$ cat src/rtl/tow_field.sv
`default_nettype none
// ============================================================================
// Module   : tow_field
// Purpose  : Tug-of-war playing field. Owns the rope position, detects button
//            press edges, decides round wins, keeps per-player round scores
//            and ends the match when either score reaches its maximum.
// Ports    : clk        - system clock
//            reset      - asynchronous, active-high reset
//            player1    - synchronised button level, pulls rope toward index 0
//            player2    - synchronised button level, pulls rope toward top index
//            lights     - one-hot rope position, all-zero outside PLAY
//            score1     - rounds won by player 1
//            score2     - rounds won by player 2
//            round_win  - one-cycle pulse after a win (bit0 = p1, bit1 = p2)
//            match_over - high once either score has reached its maximum
// Revision : 1.0 - initial release
// ============================================================================
module tow_field #(
  parameter int NUM_LIGHTS = 9,
  parameter int SCORE_W    = 3,
  parameter int ROUND_GAP  = 4
) (
  input  logic                  clk,
  input  logic                  reset,
  input  logic                  player1,
  input  logic                  player2,
  output logic [NUM_LIGHTS-1:0] lights,
  output logic [SCORE_W-1:0]    score1,
  output logic [SCORE_W-1:0]    score2,
  output logic [1:0]            round_win,
  output logic                  match_over
);

  localparam int POS_W = $clog2(NUM_LIGHTS);
  localparam int GAP_W = (ROUND_GAP > 1) ? $clog2(ROUND_GAP) : 1;

  localparam logic [POS_W-1:0]   POS_CENTRE = POS_W'((NUM_LIGHTS - 1) / 2);
  localparam logic [POS_W-1:0]   POS_LAST   = POS_W'(NUM_LIGHTS - 1);
  localparam logic [SCORE_W-1:0] SCORE_MAX  = '1;
  localparam logic [GAP_W-1:0]   GAP_LOAD   = GAP_W'(ROUND_GAP - 1);

  typedef enum logic [1:0] {
    ST_PLAY       = 2'd0,
    ST_WIN_HOLD   = 2'd1,
    ST_MATCH_OVER = 2'd2
  } state_t;

  state_t             state_q, state_d;
  logic [POS_W-1:0]   pos_q, pos_d;
  logic [SCORE_W-1:0] score1_q, score1_d;
  logic [SCORE_W-1:0] score2_q, score2_d;
  logic [1:0]         round_win_q, round_win_d;
  logic [GAP_W-1:0]   gap_q, gap_d;
  logic               p1_q, p2_q;

  logic e1, e2, mv1, mv2;

  // Previous-press flops come out of reset high so a button held through
  // reset is not mistaken for a fresh press once reset is released.
  always_ff @(posedge clk or posedge reset) begin
    if (reset) begin
      state_q     <= ST_PLAY;
      pos_q       <= POS_CENTRE;
      score1_q    <= '0;
      score2_q    <= '0;
      round_win_q <= 2'b00;
      gap_q       <= '0;
      p1_q        <= 1'b1;
      p2_q        <= 1'b1;
    end else begin
      state_q     <= state_d;
      pos_q       <= pos_d;
      score1_q    <= score1_d;
      score2_q    <= score2_d;
      round_win_q <= round_win_d;
      gap_q       <= gap_d;
      p1_q        <= player1;
      p2_q        <= player2;
    end
  end

  // Rising-edge detection; simultaneous edges cancel each other out.
  always_comb begin
    e1  = player1 & ~p1_q;
    e2  = player2 & ~p2_q;
    mv1 = e1 & ~e2;
    mv2 = e2 & ~e1;
  end

  always_comb begin
    state_d     = state_q;
    pos_d       = pos_q;
    score1_d    = score1_q;
    score2_d    = score2_q;
    round_win_d = 2'b00;
    gap_d       = gap_q;

    case (state_q)
      ST_PLAY: begin
        if (mv1) begin
          if (pos_q != '0) begin
            pos_d = pos_q - POS_W'(1);
          end else begin
            // A push past the end of the rope wins the round.
            score1_d    = score1_q + SCORE_W'(1);
            round_win_d = 2'b01;
            gap_d       = GAP_LOAD;
            state_d     = (score1_q == SCORE_MAX - SCORE_W'(1)) ? ST_MATCH_OVER
                                                                : ST_WIN_HOLD;
          end
        end else if (mv2) begin
          if (pos_q != POS_LAST) begin
            pos_d = pos_q + POS_W'(1);
          end else begin
            score2_d    = score2_q + SCORE_W'(1);
            round_win_d = 2'b10;
            gap_d       = GAP_LOAD;
            state_d     = (score2_q == SCORE_MAX - SCORE_W'(1)) ? ST_MATCH_OVER
                                                                : ST_WIN_HOLD;
          end
        end
      end

      ST_WIN_HOLD: begin
        if (gap_q == '0) begin
          pos_d   = POS_CENTRE;
          state_d = ST_PLAY;
        end else begin
          gap_d = gap_q - GAP_W'(1);
        end
      end

      ST_MATCH_OVER: begin
        // Terminal until reset; everything is frozen.
      end

      default: begin
        state_d = ST_PLAY;
        pos_d   = POS_CENTRE;
      end
    endcase
  end

  always_comb begin
    lights = '0;
    if (state_q == ST_PLAY) begin
      lights[pos_q] = 1'b1;
    end
  end

  assign score1     = score1_q;
  assign score2     = score2_q;
  assign round_win  = round_win_q;
  assign match_over = (state_q == ST_MATCH_OVER);

endmodule
`default_nettype wire

$ cat config.mk
export PLATFORM = sky130hd
export DESIGN_NAME = tow_field
export DESIGN_NICKNAME = d
export VERILOG_FILES = /design/src/rtl/tow_field.sv
export SDC_FILE = /design/constraint.sdc
export NUM_CORES = 1
export LEC_CHECK = 0
export CAP_MARGIN = 20
export CORE_ASPECT_RATIO = 1.5
export CORE_MARGIN = 2
export CORE_UTILIZATION = 50
export CTS_CLUSTER_DIAMETER = 60
export DETAILED_ROUTE_END_ITERATION = 6
export HOLD_SLACK_MARGIN = 0.05
export PLACE_DENSITY = 0.78
export SETUP_SLACK_MARGIN = 0.02
export SKIP_LAST_GASP = 1
export SLEW_MARGIN = 5
export SYNTH_ARGS = -nofsm -noshare
export SYNTH_HDL_FRONTEND = slang
export SYNTH_SLANG_ARGS = --single-unit
$ cat constraint.sdc
create_clock -name clk -period 2.4 [get_ports clk]
set_input_delay 0.72 -clock clk [delete_from_list [all_inputs] [get_ports clk]]
set_output_delay 0.72 -clock clk [all_outputs]
set_load 0.01 [all_outputs]
**Word-level counts from Yosys, hierarchy flattened**

Index checks and enable logic that the tools add are counted.

- Add/sub/neg operators: 5
- Order comparisons: 2
- Equal/unequal tests: 12
- Muxes and demuxes: 28
- Bitwise gates (word level): 12
- Reductions and logical operators: 10

Operators with widths:

| cell | number |
|---|---|
| 2-bit two-way mux | 16 |
| 4-bit two-way mux | 5 |
| 3-bit != test (second input constant) | 5 |
| 5-bit AND reduction | 3 |
| 4-bit case mux with 3 select lines | 1 |
| 9-bit two-way mux | 1 |
| 1-bit inverter | 8 |
| 3-bit by 1-bit adder with 3-bit output (second input constant) | 2 |
| 3-bit == test (second input constant) | 2 |
| 2-bit case mux with 3 select lines | 1 |
| 4-bit by 5-bit < comparator with 1-bit output (second input constant) | 1 |
| 4-bit by 1-bit adder with 4-bit output (second input constant) | 1 |
| 1-bit bitwise AND | 4 |
| 1-bit demux with 4-bit select | 1 |
| 4-bit by 1-bit >= comparator with 1-bit output (second input constant) | 1 |
| 2-bit logical NOT | 2 |
| 2-bit != test (second input constant) | 2 |
| 4-bit != test (second input constant) | 1 |
| 2-bit case mux with 2 select lines | 1 |
| 4-bit AND reduction | 1 |
| 4-bit nonzero test | 1 |
| 4-bit by 1-bit subtractor with 4-bit output (second input constant) | 1 |
| 3-bit AND reduction | 1 |
| 2-bit by 1-bit == test with 1-bit output (second input constant) | 1 |
| other kinds (5) | 6 |

- Register bits: 18
- Input bits: 4
- Output and inout bits: 18
- Logic and storage cells: 77

**Logic depth before layout (Yosys ltp)**

Gate-level depths: netlist (run 1).

- Word-level depth: 7
- Depth in mapped cells: 10
- Gate-level depth less buffers: 9

**Worst setup path before layout (run 1)**

OpenSTA, ideal clock, no wires.

- Kind: input -> register
- Start: input port player1
- End: register pos_q[2]
- Library setup time: 0.072 ns
- Data arrival time: 2.090 ns
- Required time: 2.328 ns
- Slack: 0.238 ns
- Cell stages on the path: 10
- Path buffers: 1
- Cells stage by stage: nand2b_1 inv_1 ha_1 clkbuf_1 xor2_1 ha_1 a21oi_1 xnor2_1 o31a_1 o21ai_1

- Word-level cells in the longest chain between the ends: 5
- Elaborated cells on any way between the ends: 10
- Those cells by class: 3 x eq/ne; 2 x mux; 4 x bitwise; 1 x reduce/logical

Ends and longest elaborated chain:

| item | RTL line | text |
|---|---|---|
| start, declared | 25 | `input logic player1,` |
| 1-bit bitwise AND * | 84 | `e1 = player1 & ~p1_q;` |
| 1-bit inverter | 87 | `mv2 = e2 & ~e1;` |
| 1-bit bitwise AND | 87 |  |
| 3-bit != test (no source line) | - |  |
| 5-bit AND reduction (no source line) | - |  |
| end signal, assigned | 72 | `pos_q <= pos_d;` |
| end, declared | 49 | `logic [POS_W-1:0] pos_q, pos_d;` |

Every way passes the cells marked *; elsewhere a longest branch is shown, timed or not.
A chain may end at the register's enable or synchronous reset.

**Worst setup path in the final report (run 1)**

- Start: register state_q[0]
- End: output port lights[8]

- Word-level cells in the longest chain between the ends: 2

Ends and longest elaborated chain:

| item | RTL line | text |
|---|---|---|
| start, declared | 48 | `state_t state_q, state_d;` |
| start signal, assigned | 71 | `state_q <= state_d;` |
| 2-bit logical NOT | 146 | `if (state_q == ST_PLAY) begin` |
| 9-bit two-way mux | 146 |  |
| end, declared | 27 | `output logic [NUM_LIGHTS-1:0] lights,` |

Every way passes these cells.

==> results of run 1 <==
registers in the layout, indices dropped and copies added (netlist names):
name / cells
gap_q: 2
score1: 3
score2: 3
state_q: 2
pos_q: 4
p1_q: 1
p2_q: 1
round_win: 2
report_power, final:
part	total [uW]	internal [uW]	leakage [uW]	switching [uW]
registers	522	415	0.000214	107
clock network	156	64.6	0.0000150	91.8
logic	884	454	0.000531	430
worst max-delay path, cell delays in order (launching register included):
cell     delay, ns
dfrtp_2       0.44
buf_4         0.14
or3b_4        0.42
nor2_4        0.13
buf_2         0.14
layer usage:
metal | vias to the layer above | track usage | wire, microns
met5 | - | 0 | 0
met4 | 0 | 0.0859 | 55
met2 | 24 | 0.384 | 1360
met3 | 6 | 0.0233 | 93
met1 | 474 | 0.228 | 917
li1 | 489 | - | -
final timing paths:
check | endpoint
worst max-delay path | lights[8]
worst min-delay path | score2[2]
worst max register to register | pos_q[2]
worst min register to register | score2[2]
max in group asynchronous | state_q[0]
min in group asynchronous | round_win[0]
cells in the mapped netlist (all sizes together):
cell and count:
nand2 7, nand3 4, nand4 1, dfrtp 15
a21oi 9, ha 9, inv 14, and3 2
or3 1, nor2 17, nor2b 1, xor2 1
buf 5, o22ai 1, a2bb2oi 1, mux2i 2
nor3 4, dfstp 3, a211o 1, and2 2
nand2b 6, o31a 1, or3b 1, a22oi 1
o21a 1, xnor2 6, clkbuf 2, o211ai 2
o21ai 7
per-stage QoR:
stage               total power, uW  setup slack (ns)   util  cells
finish                         1560             0.118  0.687    186
global route                   1690            0.0293  0.687    186
CTS                            1570            0.0330  0.686    186
detailed placement             1340            -0.172  0.653    177
global placement               1290           -0.0948  0.653    177
floorplan                      1030             0.238      -    127
cell families after synthesis:
group / after synthesis / synth area share
adder cells (fa/ha/maj): 9 / 0.0998
buffers and inverters: 21 / 0.0831
multiplexers: 2 / 0.0177
flip-flops: 18 / 0.402
XOR/XNOR: 7 / 0.0543
AND/OR/NAND/NOR: 46 / 0.213
AO/OA/AOI/OAI: 24 / 0.130
layout make-up:
cell class,instances,share of cell area
Tap cell,23,0.0192
Clock buffer,4,0.0175
Sequential cell,18,0.304
Timing Repair Buffer,39,0.222
Inverter,14,0.0351
Multi-Input combinational cell,88,0.402
repair_timing:
action | 4_1_cts | 5_1_grt
endpoints found under the setup margin | 9 | 3
buffers inserted | 5 | 0
pin swaps | 2 | 0
endpoints found under the hold margin | 0 | 0
resized for setup | 18 | 4
==> impl_metrics.toml, run 1 <==
[status]
status = "complete, no violations"

[drt]
drc_errors = 0
dr.pass1.iters = 4
post_drt_wl_per_cell_microns = 13.0
wl_mm = 2.42
vias = 993
ant_nets = 0
drt_iter0_drc = 20
via_per_inst = 5.34

[cells_and_area]
diodes = 0
final_nets = 177
final_common_cell = "buf_4"
final_cell_mix = "buf_4, nor2_1, inv_1, dfrtp_1, clkdlybuf4s50_1"
area_growth_pct = 32.8
fillers = 187
multi_input_area_sq_um = 603
stdcell_area_sq_mm = 0.00150
layout-drive-gt1-share = 0.221
seqCellArea_sq_um = 455

[hold_path]
min_path_type = "reg -> reg"
hold_path.startpoint = "score2[2]"
holdPathStages = 1

[die]
dieArea_sq_mm = 0.00266
rows = 21
die_x_microns = 42.8
core_area_sq_mm = 0.00218
start_util = 0.517
die_y_microns = 62.2
ios = 22

[global_route]
grt_max_degree = 19
grt_pass1_vias = 1006
grt_util_all_layers = 0.208
antenna_found_initial = 0
grt-ovfl-total = 0
grt_first_pass_wirelength_mm = 4.34

[worst_setup_path]
crit_path_start = "state_q[0]"
cp_max_fo = 3
reg2reg_depth = 9
reg2reg_slack_ns = 0.48
cp.arrival_ns = 1.56
worstSetupPathType = "reg -> out"
critPathLaunchType = "flip-flop"
required_ns = 1.68
reg2reg_from = "p1_q"
endpoint_kind = "output pin"

[sta]
finalClockSkew_ns = 0.00361
fin_hold_ws_ns = 0.540
relSlewSlack = 0.561
finalSetupTns_ns = 0
rsz0062_at_grt = "false"
worstMarginPinSlew_ns = 0.658
min_period_over_period = 0.951
slew_viol_final = 0
setup_viol = 0
finalCriticalPeriod_ns = 2.28
hold_viol_final = 0
fmax_mhz = 438

[clock_network]
postCtsHoldBufs = 0
insertion_delay_ns = 0.29
cts_tree = "done"
cts-htree-levels = 1
clkSinkCount = 18
cts_made_buffers = 3
clkTransAtPathRegs_ns = 0.10
cts_root_buf = "clkbuf_4"
clk_path_buf_depth = 2

[synthesis]
syn_area_sq_mm = 0.00113
ys_ff_latch = 18
syn-num-nets = 140
yosysTopAreaCell = "dfrtp_1"
syn_area_per_cell_sq_um = 8.89
yosys_warnings = 0
yosys-top-cells-area = "dfrtp_1, ha_1, dfstp_2"
yosys.area.top_type_share = 0.333
ys_seq_area_frac = 0.402
synth_cell_types = 35
synthCells = 127

[placement]
routabilityCongestion = 0.828
dp_hpwl_mm = 1.89
portBuffers = 21
placed_cell_area_sq_mm = 0.00142

[power]
powerDensity_mw_per_mm2 = 1040
irDropWorstVdd_v = 0.000549
p_leak_uw = 0.000760

[run]
drv_cap = 0
(Power assumes the default switching activity.)
==> inputs of run 2 (changes only) <==
Settings changed: CORE_ASPECT_RATIO 1.5 to 1.2.
==> impl_metrics.toml, run 2 (synthesis gave the netlist of run 1 again) <==
[cells_and_area]
top_register = "pos_q"
multi_input_area_sq_um = 597
diodes = 0
fin_util = 0.716
largest_reg_flops = 4
area_growth_pct = 32.9
final_cell_mix = "buf_4, nor2_1, dfrtp_1"
final_common_cell = "buf_4"
fillers = 154
final_nets = 176
layout-drive-gt1-share = 0.191
seqCellArea_sq_um = 454

[clock_network]
cts_made_buffers = 3
clkSinkCount = 18
clkTransAtPathRegs_ns = 0.11
clk_path_buf_depth = 2
insertion_delay_ns = 0.30
cts_root_buf = "clkbuf_4"
cts-htree-levels = 1
cts_tree = "done"
postCtsHoldBufs = 0

[sta]
slew_viol_final = 0
fmax_mhz = 441
hold_viol_final = 0
relSlewSlack = 0.550
setup_viol = 0
worst_slack_ns = 0.130
worstMarginPinSlew_ns = 0.675
min_period_over_period = 0.946
rsz0062_at_grt = "false"
finalCriticalPeriod_ns = 2.27
finalClockSkew_ns = 0.00182

[global_route]
grt_pass1_vias = 985
grt_util_all_layers = 0.203
grt_max_degree = 19
grt_first_pass_wirelength_mm = 4.00
antenna_found_initial = 0
grt-ovfl-total = 0

[drt]
via_per_inst = 5.16
dr.pass1.iters = 4
drt_iter0_drc = 11
ant_nets = 0
post_drt_wl_per_cell_microns = 12.6
vias = 990
drc_errors = 0
wl_mm = 2.43

[die]
rows = 18
die_x_microns = 47.4
die_y_microns = 56.0
core_area_sq_mm = 0.00209
start_util = 0.539
dieArea_sq_mm = 0.00265
ios = 22

[worst_setup_path]
cp.arrival_ns = 2.51
cp_max_fo = 2
crit_top_cell = "ha_1"
critPathLaunchType = "primary input"
worstSetupPathType = "in -> reg"
worstPathCellList = "clkdlybuf4s50_1, nand2b_1, inv_1, ha_1, xor2_1, ha_1, a21oi_1, xnor2_1, o31a_1, o21ai_1"
endpoint_kind = "flip-flop"
required_ns = 2.64
crit_family = "compound AO/OA/AOI/OAI gates"
max_stage_delay_ns = 0.43
crit_buf_inv = 2
crit_path_top_delay_cell = "clkdlybuf4s50_1"

[run]
drv_cap = 0

[power]
powerDensity_mw_per_mm2 = 1020
irDropWorstVdd_v = 0.000562
p_leak_uw = 0.000781

[status]
status = "complete, no violations"

[placement]
portBuffers = 21
routabilityCongestion = 0.798
dp_hpwl_mm = 1.86
dp_slack_ns = -0.184

[hold_path]
min_path_type = "reg -> reg"
[run 2: report_power, final]
group          switching, uW  total [uW]  internal, uW
Sequential              94.6         508           414
Clock                   99.3         164          64.8
Combinational            431         863           433
Total                    625        1540           911
[run 2: area by class of cell]
type                            count  share of cell area
Multi-Input combinational cell     88               0.398
Sequential cell                    18               0.303
Timing Repair Buffer               38               0.222
Inverter                           14              0.0350
Tap cell                           30              0.0250
Clock buffer                        4              0.0175
[run 2: metal layers]
metal	track usage	up-vias	wire length, microns
li1	-	484	-
met3	0.0325	7	81
met2	0.365	30	1280
met1	0.225	469	1020
met4	0.0714	0	46
met5	0	-	0
[run 2: worst paths after layout]
kind,endpoint,from,slack (ns),depth (start not counted)
setup / recovery,pos_q[2],player1,0.13,10
hold reg to reg,score2[2],score2[2],0.50,1
setup reg to reg,pos_q[2],p1_q,0.43,9
max in group asynchronous,state_q[1],reset,1.16,2
min in group asynchronous,gap_q[1],reset,0.81,2
hold / removal,score2[2],score2[2],0.50,1
[run 2: metrics by stage]
stage	hold slack, ns	instance area (sq um)	std cells	power, uW	TNS [ns]
floorplan	0.519	1130	127	1030	0
global placement	0.484	1440	185	1300	-0.0923
detailed placement	0.487	1440	185	1350	-0.461
CTS	0.510	1490	192	1540	-0.221
global route	0.540	1500	192	1650	0
finish	0.504	1500	192	1540	0
[run 2: timing repair]
action / in CTS / in global routing
setup buffers: 3 / 0
gates resized for setup: 9 / 6
pin swaps: 1 / 0
cloned: 0 / 0
endpoints found under the setup margin: 9 / 4
[run 2: worst reg2reg max path, stage by stage, from the launching register on]
cell and delay, ns:
dfstp_2 0.54, nand2b_1 0.13, inv_1 0.07, ha_1 0.22, xor2_1 0.15, ha_1 0.18
a21oi_1 0.15, xnor2_1 0.11, o31a_1 0.25, o21ai_1 0.12
